File: config.mk
export PLATFORM = sky130hd
export DESIGN_NAME = spi_xip_ctrl
export DESIGN_NICKNAME = d
export VERILOG_FILES = /design/src/rtl/spi_xip_pkg.sv /design/src/rtl/spi_xip_apb_xfer.sv /design/src/rtl/spi_xip_ctrl.sv
export SDC_FILE = /design/constraint.sdc
export NUM_CORES = 1
export LEC_CHECK = 0
export BUFFER_PORTS_ARGS = -buffer_cell sky130_fd_sc_hd__buf_2
export CELL_PAD_IN_SITES_DETAIL_PLACEMENT = 1
export CELL_PAD_IN_SITES_GLOBAL_PLACEMENT = 2
export CORE_ASPECT_RATIO = 1.25
export CORE_MARGIN = 5
export CORE_UTILIZATION = 25
export CTS_CLUSTER_SIZE = 30
export DETAILED_ROUTE_END_ITERATION = 8
export GPL_ROUTABILITY_DRIVEN = 0
export PLACE_DENSITY_LB_ADDON = 0.1
export SLEW_MARGIN = 15
export SYNTH_ARGS = -nofsm -noshare
export SYNTH_HDL_FRONTEND = slang
export SYNTH_SLANG_ARGS = --single-unit
File: constraint.sdc
create_clock -name clock -period 2.9 [get_ports clock]
set_input_delay 0 -clock clock [delete_from_list [all_inputs] [get_ports clock]]
set_output_delay 0 -clock clock [all_outputs]
set_load 0.01 [all_outputs]
File: src/rtl/spi_xip_pkg.sv
// Shared types and SPI master register map for the XIP front end.
package spi_xip_pkg;

   typedef enum logic [3:0] {
      ST_IDLE,
      ST_PASS,
      ST_ERR,
      ST_WR_TX1,
      ST_WR_TX0,
      ST_WR_DIV,
      ST_WR_SS,
      ST_WR_GO,
      ST_POLL,
      ST_RD_RX,
      ST_CLR_SS,
      ST_RESP
   } xip_state_e;

   localparam logic [31:0] REG_RX0  = 32'h00;
   localparam logic [31:0] REG_TX0  = 32'h00;
   localparam logic [31:0] REG_TX1  = 32'h04;
   localparam logic [31:0] REG_CTRL = 32'h10;
   localparam logic [31:0] REG_DIV  = 32'h14;
   localparam logic [31:0] REG_SS   = 32'h18;

   localparam int          GO_BSY_BIT = 8;
   localparam logic [31:0] GO_MASK    = 32'h0000_0100;
   localparam logic [7:0]  CMD_READ   = 8'h03;

   // Flash returns the first byte on the wire in the MSB of RX; the bus wants it in the LSB.
   function automatic logic [31:0] bswap32(input logic [31:0] w);
      return {w[7:0], w[15:8], w[23:16], w[31:24]};
   endfunction

endpackage

File: src/rtl/spi_xip_apb_xfer.sv
// One downstream APB transfer: setup cycle while start is first seen, then access until pready.
module spi_xip_apb_xfer (
   input  logic        clock,
   input  logic        reset,
   input  logic        start_i,
   input  logic [31:0] addr_i,
   input  logic [31:0] wdata_i,
   input  logic        write_i,
   input  logic        pready_i,
   input  logic [31:0] prdata_i,
   input  logic        pslverr_i,
   output logic        psel_o,
   output logic        penable_o,
   output logic [31:0] paddr_o,
   output logic [31:0] pwdata_o,
   output logic        pwrite_o,
   output logic [3:0]  pstrb_o,
   output logic        done_o,
   output logic [31:0] rdata_o,
   output logic        err_o
);

   logic access_q, access_d;

   // start_i is held by the sequencer for the whole transfer; dropping to setup after done
   // lets a held start_i launch the next transfer back to back.
   assign access_d = start_i & ~(access_q & pready_i);

   always_ff @(posedge clock or negedge reset) begin
      if (!reset) access_q <= 1'b0;
      else        access_q <= access_d;
   end

   assign psel_o    = start_i;
   assign penable_o = start_i & access_q;
   assign paddr_o   = addr_i;
   assign pwrite_o  = write_i;
   assign pwdata_o  = write_i ? wdata_i : '0;
   assign pstrb_o   = write_i ? 4'hf : 4'h0;
   assign done_o    = start_i & access_q & pready_i;
   assign rdata_o   = prdata_i;
   assign err_o     = done_o & pslverr_i;

endmodule

File: src/rtl/spi_xip_ctrl.sv
// XIP front end: flash-window reads become an SPI register sequence, everything else passes through.
module spi_xip_ctrl
   import spi_xip_pkg::*;
#(
   parameter logic [31:0] FLASH_BASE  = 32'h3000_0000,
   parameter logic [31:0] FLASH_END   = 32'h3fff_ffff,
   parameter logic [31:0] SPI_DIV     = 32'h0000_0001,
   parameter logic [31:0] SPI_SS_MASK = 32'h0000_0001,
   parameter logic [31:0] CTRL_VAL    = 32'h0000_2440
) (
   input  logic        clock,
   input  logic        reset,
   input  logic [31:0] in_paddr,
   input  logic        in_psel,
   input  logic        in_penable,
   input  logic [2:0]  in_pprot,
   input  logic        in_pwrite,
   input  logic [31:0] in_pwdata,
   input  logic [3:0]  in_pstrb,
   output logic        in_pready,
   output logic [31:0] in_prdata,
   output logic        in_pslverr,
   output logic [31:0] out_paddr,
   output logic        out_psel,
   output logic        out_penable,
   output logic [2:0]  out_pprot,
   output logic        out_pwrite,
   output logic [31:0] out_pwdata,
   output logic [3:0]  out_pstrb,
   input  logic        out_pready,
   input  logic [31:0] out_prdata,
   input  logic        out_pslverr
);

   xip_state_e  state_q, state_d, step_nxt;
   logic [31:0] addr_q, rx_q;
   logic [2:0]  prot_q;
   logic        err_q;
   logic        setup, hit, pass_en;

   logic        xf_start, xf_write, xf_psel, xf_penable, xf_pwrite, xf_done, xf_err;
   logic [31:0] xf_addr, xf_wdata, xf_paddr, xf_pwdata, xf_rdata;
   logic [3:0]  xf_pstrb;

   assign setup = in_psel & ~in_penable;
   assign hit   = (in_paddr >= FLASH_BASE) && (in_paddr <= FLASH_END);

   spi_xip_apb_xfer u_xfer (
      .clock     (clock),
      .reset     (reset),
      .start_i   (xf_start),
      .addr_i    (xf_addr),
      .wdata_i   (xf_wdata),
      .write_i   (xf_write),
      .pready_i  (out_pready),
      .prdata_i  (out_prdata),
      .pslverr_i (out_pslverr),
      .psel_o    (xf_psel),
      .penable_o (xf_penable),
      .paddr_o   (xf_paddr),
      .pwdata_o  (xf_pwdata),
      .pwrite_o  (xf_pwrite),
      .pstrb_o   (xf_pstrb),
      .done_o    (xf_done),
      .rdata_o   (xf_rdata),
      .err_o     (xf_err)
   );

   always_ff @(posedge clock or negedge reset) begin
      if (!reset) begin
         state_q <= ST_IDLE;
         addr_q  <= '0;
         prot_q  <= '0;
         err_q   <= 1'b0;
         rx_q    <= '0;
      end else begin
         state_q <= state_d;
         if (state_q == ST_IDLE && setup && hit) begin
            addr_q <= in_paddr;
            prot_q <= in_pprot;
            err_q  <= 1'b0;
         end
         if (xf_err) err_q <= 1'b1;
         if (state_q == ST_RD_RX && xf_done) rx_q <= xf_rdata;
      end
   end

   always_comb begin
      state_d     = state_q;
      step_nxt    = ST_IDLE;
      pass_en     = 1'b0;
      xf_start    = 1'b0;
      xf_addr     = '0;
      xf_wdata    = '0;
      xf_write    = 1'b0;
      in_pready   = 1'b0;
      in_prdata   = '0;
      in_pslverr  = 1'b0;
      out_paddr   = '0;
      out_psel    = 1'b0;
      out_penable = 1'b0;
      out_pprot   = '0;
      out_pwrite  = 1'b0;
      out_pwdata  = '0;
      out_pstrb   = '0;

      case (state_q)
         ST_IDLE: begin
            if (setup) begin
               if (!hit) begin
                  // Forward the setup phase now so the SPI master sees a legal APB transfer.
                  pass_en = reset;
                  state_d = ST_PASS;
               end else if (in_pwrite) begin
                  state_d = ST_ERR;
               end else begin
                  state_d = ST_WR_TX1;
               end
            end
         end
         ST_PASS: begin
            pass_en = 1'b1;
            if (in_penable && out_pready) state_d = ST_IDLE;
         end
         ST_ERR: begin
            in_pready  = 1'b1;
            in_pslverr = 1'b1;
            state_d    = ST_IDLE;
         end
         ST_RESP: begin
            in_pready  = 1'b1;
            in_pslverr = err_q;
            in_prdata  = err_q ? '0 : bswap32(rx_q);
            state_d    = ST_IDLE;
         end
         default: begin
            xf_start = 1'b1;
            case (state_q)
               ST_WR_TX1: begin
                  xf_addr  = REG_TX1;
                  xf_wdata = {CMD_READ, addr_q[23:2], 2'b00};
                  xf_write = 1'b1;
                  step_nxt = ST_WR_TX0;
               end
               ST_WR_TX0: begin xf_addr = REG_TX0; xf_write = 1'b1; step_nxt = ST_WR_DIV; end
               ST_WR_DIV: begin xf_addr = REG_DIV; xf_wdata = SPI_DIV; xf_write = 1'b1; step_nxt = ST_WR_SS; end
               ST_WR_SS:  begin xf_addr = REG_SS; xf_wdata = SPI_SS_MASK; xf_write = 1'b1; step_nxt = ST_WR_GO; end
               ST_WR_GO: begin
                  xf_addr  = REG_CTRL;
                  xf_wdata = CTRL_VAL | GO_MASK;
                  xf_write = 1'b1;
                  step_nxt = ST_POLL;
               end
               ST_POLL:   begin xf_addr = REG_CTRL; step_nxt = xf_rdata[GO_BSY_BIT] ? ST_POLL : ST_RD_RX; end
               ST_RD_RX:  begin xf_addr = REG_RX0; step_nxt = ST_CLR_SS; end
               ST_CLR_SS: begin xf_addr = REG_SS; xf_write = 1'b1; step_nxt = ST_RESP; end
               default:   step_nxt = ST_IDLE;
            endcase
            // A downstream error still deselects the flash before answering.
            if (xf_done) state_d = (xf_err && state_q != ST_CLR_SS) ? ST_CLR_SS : step_nxt;
         end
      endcase

      if (pass_en) begin
         out_paddr   = in_paddr;
         out_psel    = in_psel;
         out_penable = in_penable;
         out_pprot   = in_pprot;
         out_pwrite  = in_pwrite;
         out_pwdata  = in_pwdata;
         out_pstrb   = in_pstrb;
         in_pready   = out_pready;
         in_prdata   = out_prdata;
         in_pslverr  = out_pslverr;
      end else if (xf_start) begin
         out_paddr   = xf_paddr;
         out_psel    = xf_psel;
         out_penable = xf_penable;
         out_pprot   = prot_q;
         out_pwrite  = xf_pwrite;
         out_pwdata  = xf_pwdata;
         out_pstrb   = xf_pstrb;
      end
   end

endmodule

### Yosys cells after proc, flatten, opt, wreduce, memory -nomap -nowiden

Cells that the tools add are included.

* eq/ne operators: 14
* reductions and logical operators: 16
* order comparisons: 2
* mux-type cells: 41
* bitwise operators: 8

Operator list (count)
* $mux W32: 7
* $pmux W26 S3: 1
* $ge A32 B30 Y1 const B: 1
* $le A32 B30 Y1 const B: 1
* $pmux W4 S8: 1
* $mux W4: 7
* $mux W26: 1
* $pmux W5 S4: 1
* $mux W1: 17
* $eq A4 B3 Y1 const B: 4
* $eq A4 B4 Y1 const B: 4
* $pmux W4 S3: 1
* $eq A4 B2 Y1 const B: 2
* $reduce_or A2 Y1: 4
* $and A1 B1 Y1: 6
* $logic_and A1 B1 Y1: 6
* $mux W3: 2
* $reduce_or A6 Y1: 1
* $eq A4 B1 Y1 const B: 1
* $logic_not A4 Y1: 1
* $ne A2 B2 Y1 const B: 2
* $ne A4 B4 Y1 const B: 1
* $pmux W1 S2: 2
* $reduce_bool A4 Y1: 1
* 5 further kinds: 6

* bits in registers: 65
* input port bits: 110
* output and inout bits: 108
* logic and storage cells: 87

### Depth between registers and ports, before layout

* depth in word-level cells: 10
* mapped depth: 7
* depth with buffers taken out: 4

### Hierarchy

From an unflattened synthesis, not the netlist that was laid out.

* cell total of the unflattened synthesis: 453
* area, all modules: 4657.0 µm²

Modules (own cells, without submodules)
* spi_xip_ctrl: instances 1, cells each 343, area each 3822.4 µm²
* spi_xip_apb_xfer: instances 1, cells each 110, area each 834.6 µm²

### Worst setup path before layout

Ideal clock, no wire load.

* path type: register to register
* start: register state_q[2]
* end: register addr_q[23]
* setup time: 0.125 ns
* path slack: 0.812 ns
* data arrival time: 1.963 ns
* stages on the path, launching flop included: 7
* path buffers: 3
* path through: dfrtp_1 > buf_6 > or3_1 > buf_2 > nor4b_4 > buf_6 > mux2_2

* word-level cells in the longest chain between the ends: 3

Ends and longest elaborated chain
* from (decl): RTL line spi_xip_ctrl.sv:35 `xip_state_e state_q, state_d, step_nxt;`
* from (signal assigned): RTL line spi_xip_ctrl.sv:77 `state_q <= state_d;`
* $logic_not A4 Y1
* $logic_and A1 B1 Y1 (2 in series): RTL line spi_xip_ctrl.sv:78 `if (state_q == ST_IDLE && setup && hit) begin`
* to (signal assigned): RTL line spi_xip_ctrl.sv:79 `addr_q <= in_paddr;`
* to (decl): RTL line spi_xip_ctrl.sv:36 `logic [31:0] addr_q, rx_q;`

Every way passes these cells.
A chain may end at the register's enable or synchronous reset.

### Worst setup path after layout

* start: register state_q[1]
* end: output in_pready

* word-level cells in the longest chain between the ends: 4

Ends and longest elaborated chain
* $eq A4 B4 Y1 or $eq A4 B2 Y1 (tied branches): RTL line spi_xip_ctrl.sv:107 `case (state_q)`
* $reduce_or A2 Y1 (no source line)
* $mux W1: RTL line spi_xip_ctrl.sv:107
* $mux W1 *: RTL line spi_xip_ctrl.sv:164 `if (pass_en) begin`
* to (decl): RTL line spi_xip_ctrl.sv:20 `output logic in_pready,`

Every way passes the cells marked *; elsewhere a longest branch is shown, timed or not.

==> qor.csv <==
metric;value;unit
fmax;0.412;GHz
final_net_count;703;
relSlewSlack;43.9;%
required;2.90;ns
crit_arrival;2.43;ns
placed_area;4900;um2
dp_hpwl;9.86;mm
cts_buffers;9;
rr_startpoint;state_q[1];
holdWs;0.0822;ns
r2r_slack;0.62;ns
synth_top_area_share;43.3;%
via_per_inst;4.75;
clk_latency;0.34;ns
wl_per_cell;17.7;um
hp-class;primary input to flip-flop;
grt_max_degree;109;
path_max_fanout;108;
first_global_vias;4058;
cts_tree;built;
synth_area;3640;um2
finalCritPeriodShare;83.7;%
die_h;145;um
holdPathStages;4;
ir_drop;0.000407;V
initial_core_util;25.4;%
port_buffers;217;
fill_cells;1674;
core;14300;um2
drtIter0Drc;97;
start_kind;flip-flop;
synth_fp_nets;439;
grt_overflow_total;0;
synth_warnings;0;
status;completed;
drc;0;
io_pins;218;
ys_types;37;
skew;0.00295;ns
setup_viol_count_final;0;
yosysTopAreaCell;dfrtp_1;
grt_first_pass_wirelength;22.2;mm
slew_viol_final;0;
p_leak;0.00312;uW
end_kind;output pin;
syn_area_per_cell;11.1;um2
via_count;3687;
synthFlopType;dfrtp_1;
synth_common_cells;dfrtp_1 (63), a22o_1 (58), mux2_2 (51), and2_1 (37), clkbuf_1 (20);
dieArea;17100;um2
fin_tns_setup;0;ns
grt.total_usage;15.9;%
ys_seq_area_share;43.3;%
antenna_found_initial;0;
rr_endpoint;addr_q[19];
hp-start;out_pslverr;
ant_nets;0;
clock_path_buffers;2;
ys_ff_latch;63;
syn_to_final_growth;59.4;%
critical_path_class;flip-flop to output pin;
synth_area_leaders;dfrtp_1 (43%), mux2_2 (16%), a22o_1 (14%);
startpoint;state_q[1];
hold_viol_final;0;
first_pass_iters;5;
cts.htree.levels;3;
wl;13.7;mm
period_needed;2.43;ns
diodes;0;
fp.dieW;118;um
cts_num_sinks;63;
rsz0062_at_grt;false;
maxCapViolations;0;
r2r_cells;4;
synth_most_common_cell;dfrtp_1;
whs_endpoint;state_q[2];
p_per_area;661;nW/um2
tightest_slew;0.841;ns
drive_above_1_share;50.3;%
num_rows;49;
syn_inst;329;
synth_edf_count;0;
final_area;5800;um2
ys_async_sr_fraction;100;%
clkTransAtPathRegs;0.06;ns
cts_root_buf;clkbuf_16;
==> power by group <==
part	switching (uW)	internal, uW
Combinational	831	751
Clock	431	755
Sequential	77.0	991
==> worst max-delay path, stage by stage (launching register included) <==
cell	delay, ns
dfrtp_1	0.56
or3_1	0.57
nor2_4	0.17
buf_12	0.32
a22o_1	0.22
buf_2	0.12
==> what timing repair did <==
action	CTS	global route
resized for setup	0	0
hold endpoints to repair	120	0
setup buffers	0	0
hold buffers	58	0
==> sequential cells by signal, indices dropped and copies added, names as in the netlist <==
signal	cells
prot_q	3
state_q	4
u_xfer.access_q	1
addr_q	22
err_q	1
rx_q	32
==> kinds of logic after synthesis <==
group           Yosys count  share of synthesized area (%)
compound gates           94                           20.9
xor+xnor                  3                          0.722
buf+inv                  33                           4.26
flops                    63                           43.3
mux                      57                           17.6
simple gates             79                           13.1
==> routing by layer <==
layer  global-route usage (%)  wire, um  share of wire [%]
met5                        0         0                  0
met1                     19.8      5780                 42
met3                     4.79      1020                7.4
met4                     4.30       152                1.1
met2                     26.7      6770                 49
==> final cells by class <==
| type | instances | area (um2) | area share [%] |
|---|---|---|---|
| Tap cell | 178 | 223 | 3.84 |
| Multi-Input combinational cell | 233 | 1930 | 33.3 |
| Timing Repair Buffer | 283 | 1740 | 30.0 |
| Clock buffer | 9 | 225 | 3.88 |
| Clock inverter | 7 | 96.3 | 1.66 |
| Sequential cell | 63 | 1580 | 27.2 |
| Inverter | 3 | 11.3 | 0.194 |
==> stage by stage <==
stage | total power, uW | setup slack [ns] | cells | utilization (%)
2_1_floorplan | 1960 | 0.812 | 329 | -
3_3_place_gp | 2620 | 0.651 | 702 | 34.1
3_5_place_dp | 2630 | 0.598 | 702 | 34.1
4_1_cts | 3920 | 0.467 | 776 | 40.4
5_1_grt | 4080 | 0.332 | 776 | 40.4
6_report | 3840 | 0.472 | 776 | 40.4
==> layout by cell type (no fill, tap or decap), types with 2 or more instances in the layout <==
master / synthesis / routed
nand2b_1: 2 / 2
a211o_1: 2 / 2
buf_2: 7 / 217
a31oi_1: 2 / 2
clkinv_4: 0 / 2
buf_4: 0 / 7
or3_1: 3 / 3
a21oi_1: 4 / 4
mux2_2: 51 / 51
nor2_1: 11 / 10
mux2_1: 6 / 6
clkinv_2: 0 / 2
a211oi_1: 3 / 3
dlygate4sd3_1: 0 / 58
and2_1: 37 / 37
and3_1: 2 / 2
nor2b_1: 4 / 4
a22o_1: 58 / 58
inv_1: 3 / 3
or2_2: 3 / 3
xnor2_1: 2 / 2
nor3_1: 3 / 2
dfrtp_1: 63 / 63
clkbuf_16: 0 / 9
o2bb2ai_1: 5 / 5
nand2_1: 7 / 7
bufinv_16: 0 / 2
a21o_1: 8 / 8
o21ai_0: 8 / 8
==> worst max-delay path by stage <==
stage | to | slack (ns) | cells past startpoint
3_3_place_gp | addr_q[22] | 0.65 | 4
2_1_floorplan | addr_q[23] | 0.81 | 6
4_1_cts | out_pprot[0] | 0.47 | 5
5_1_grt | out_pprot[1] | 0.33 | 5
3_5_place_dp | addr_q[6] | 0.60 | 4
6_report | in_pready | 0.47 | 5
No activity file was read; power rests on OpenSTA's default activity.
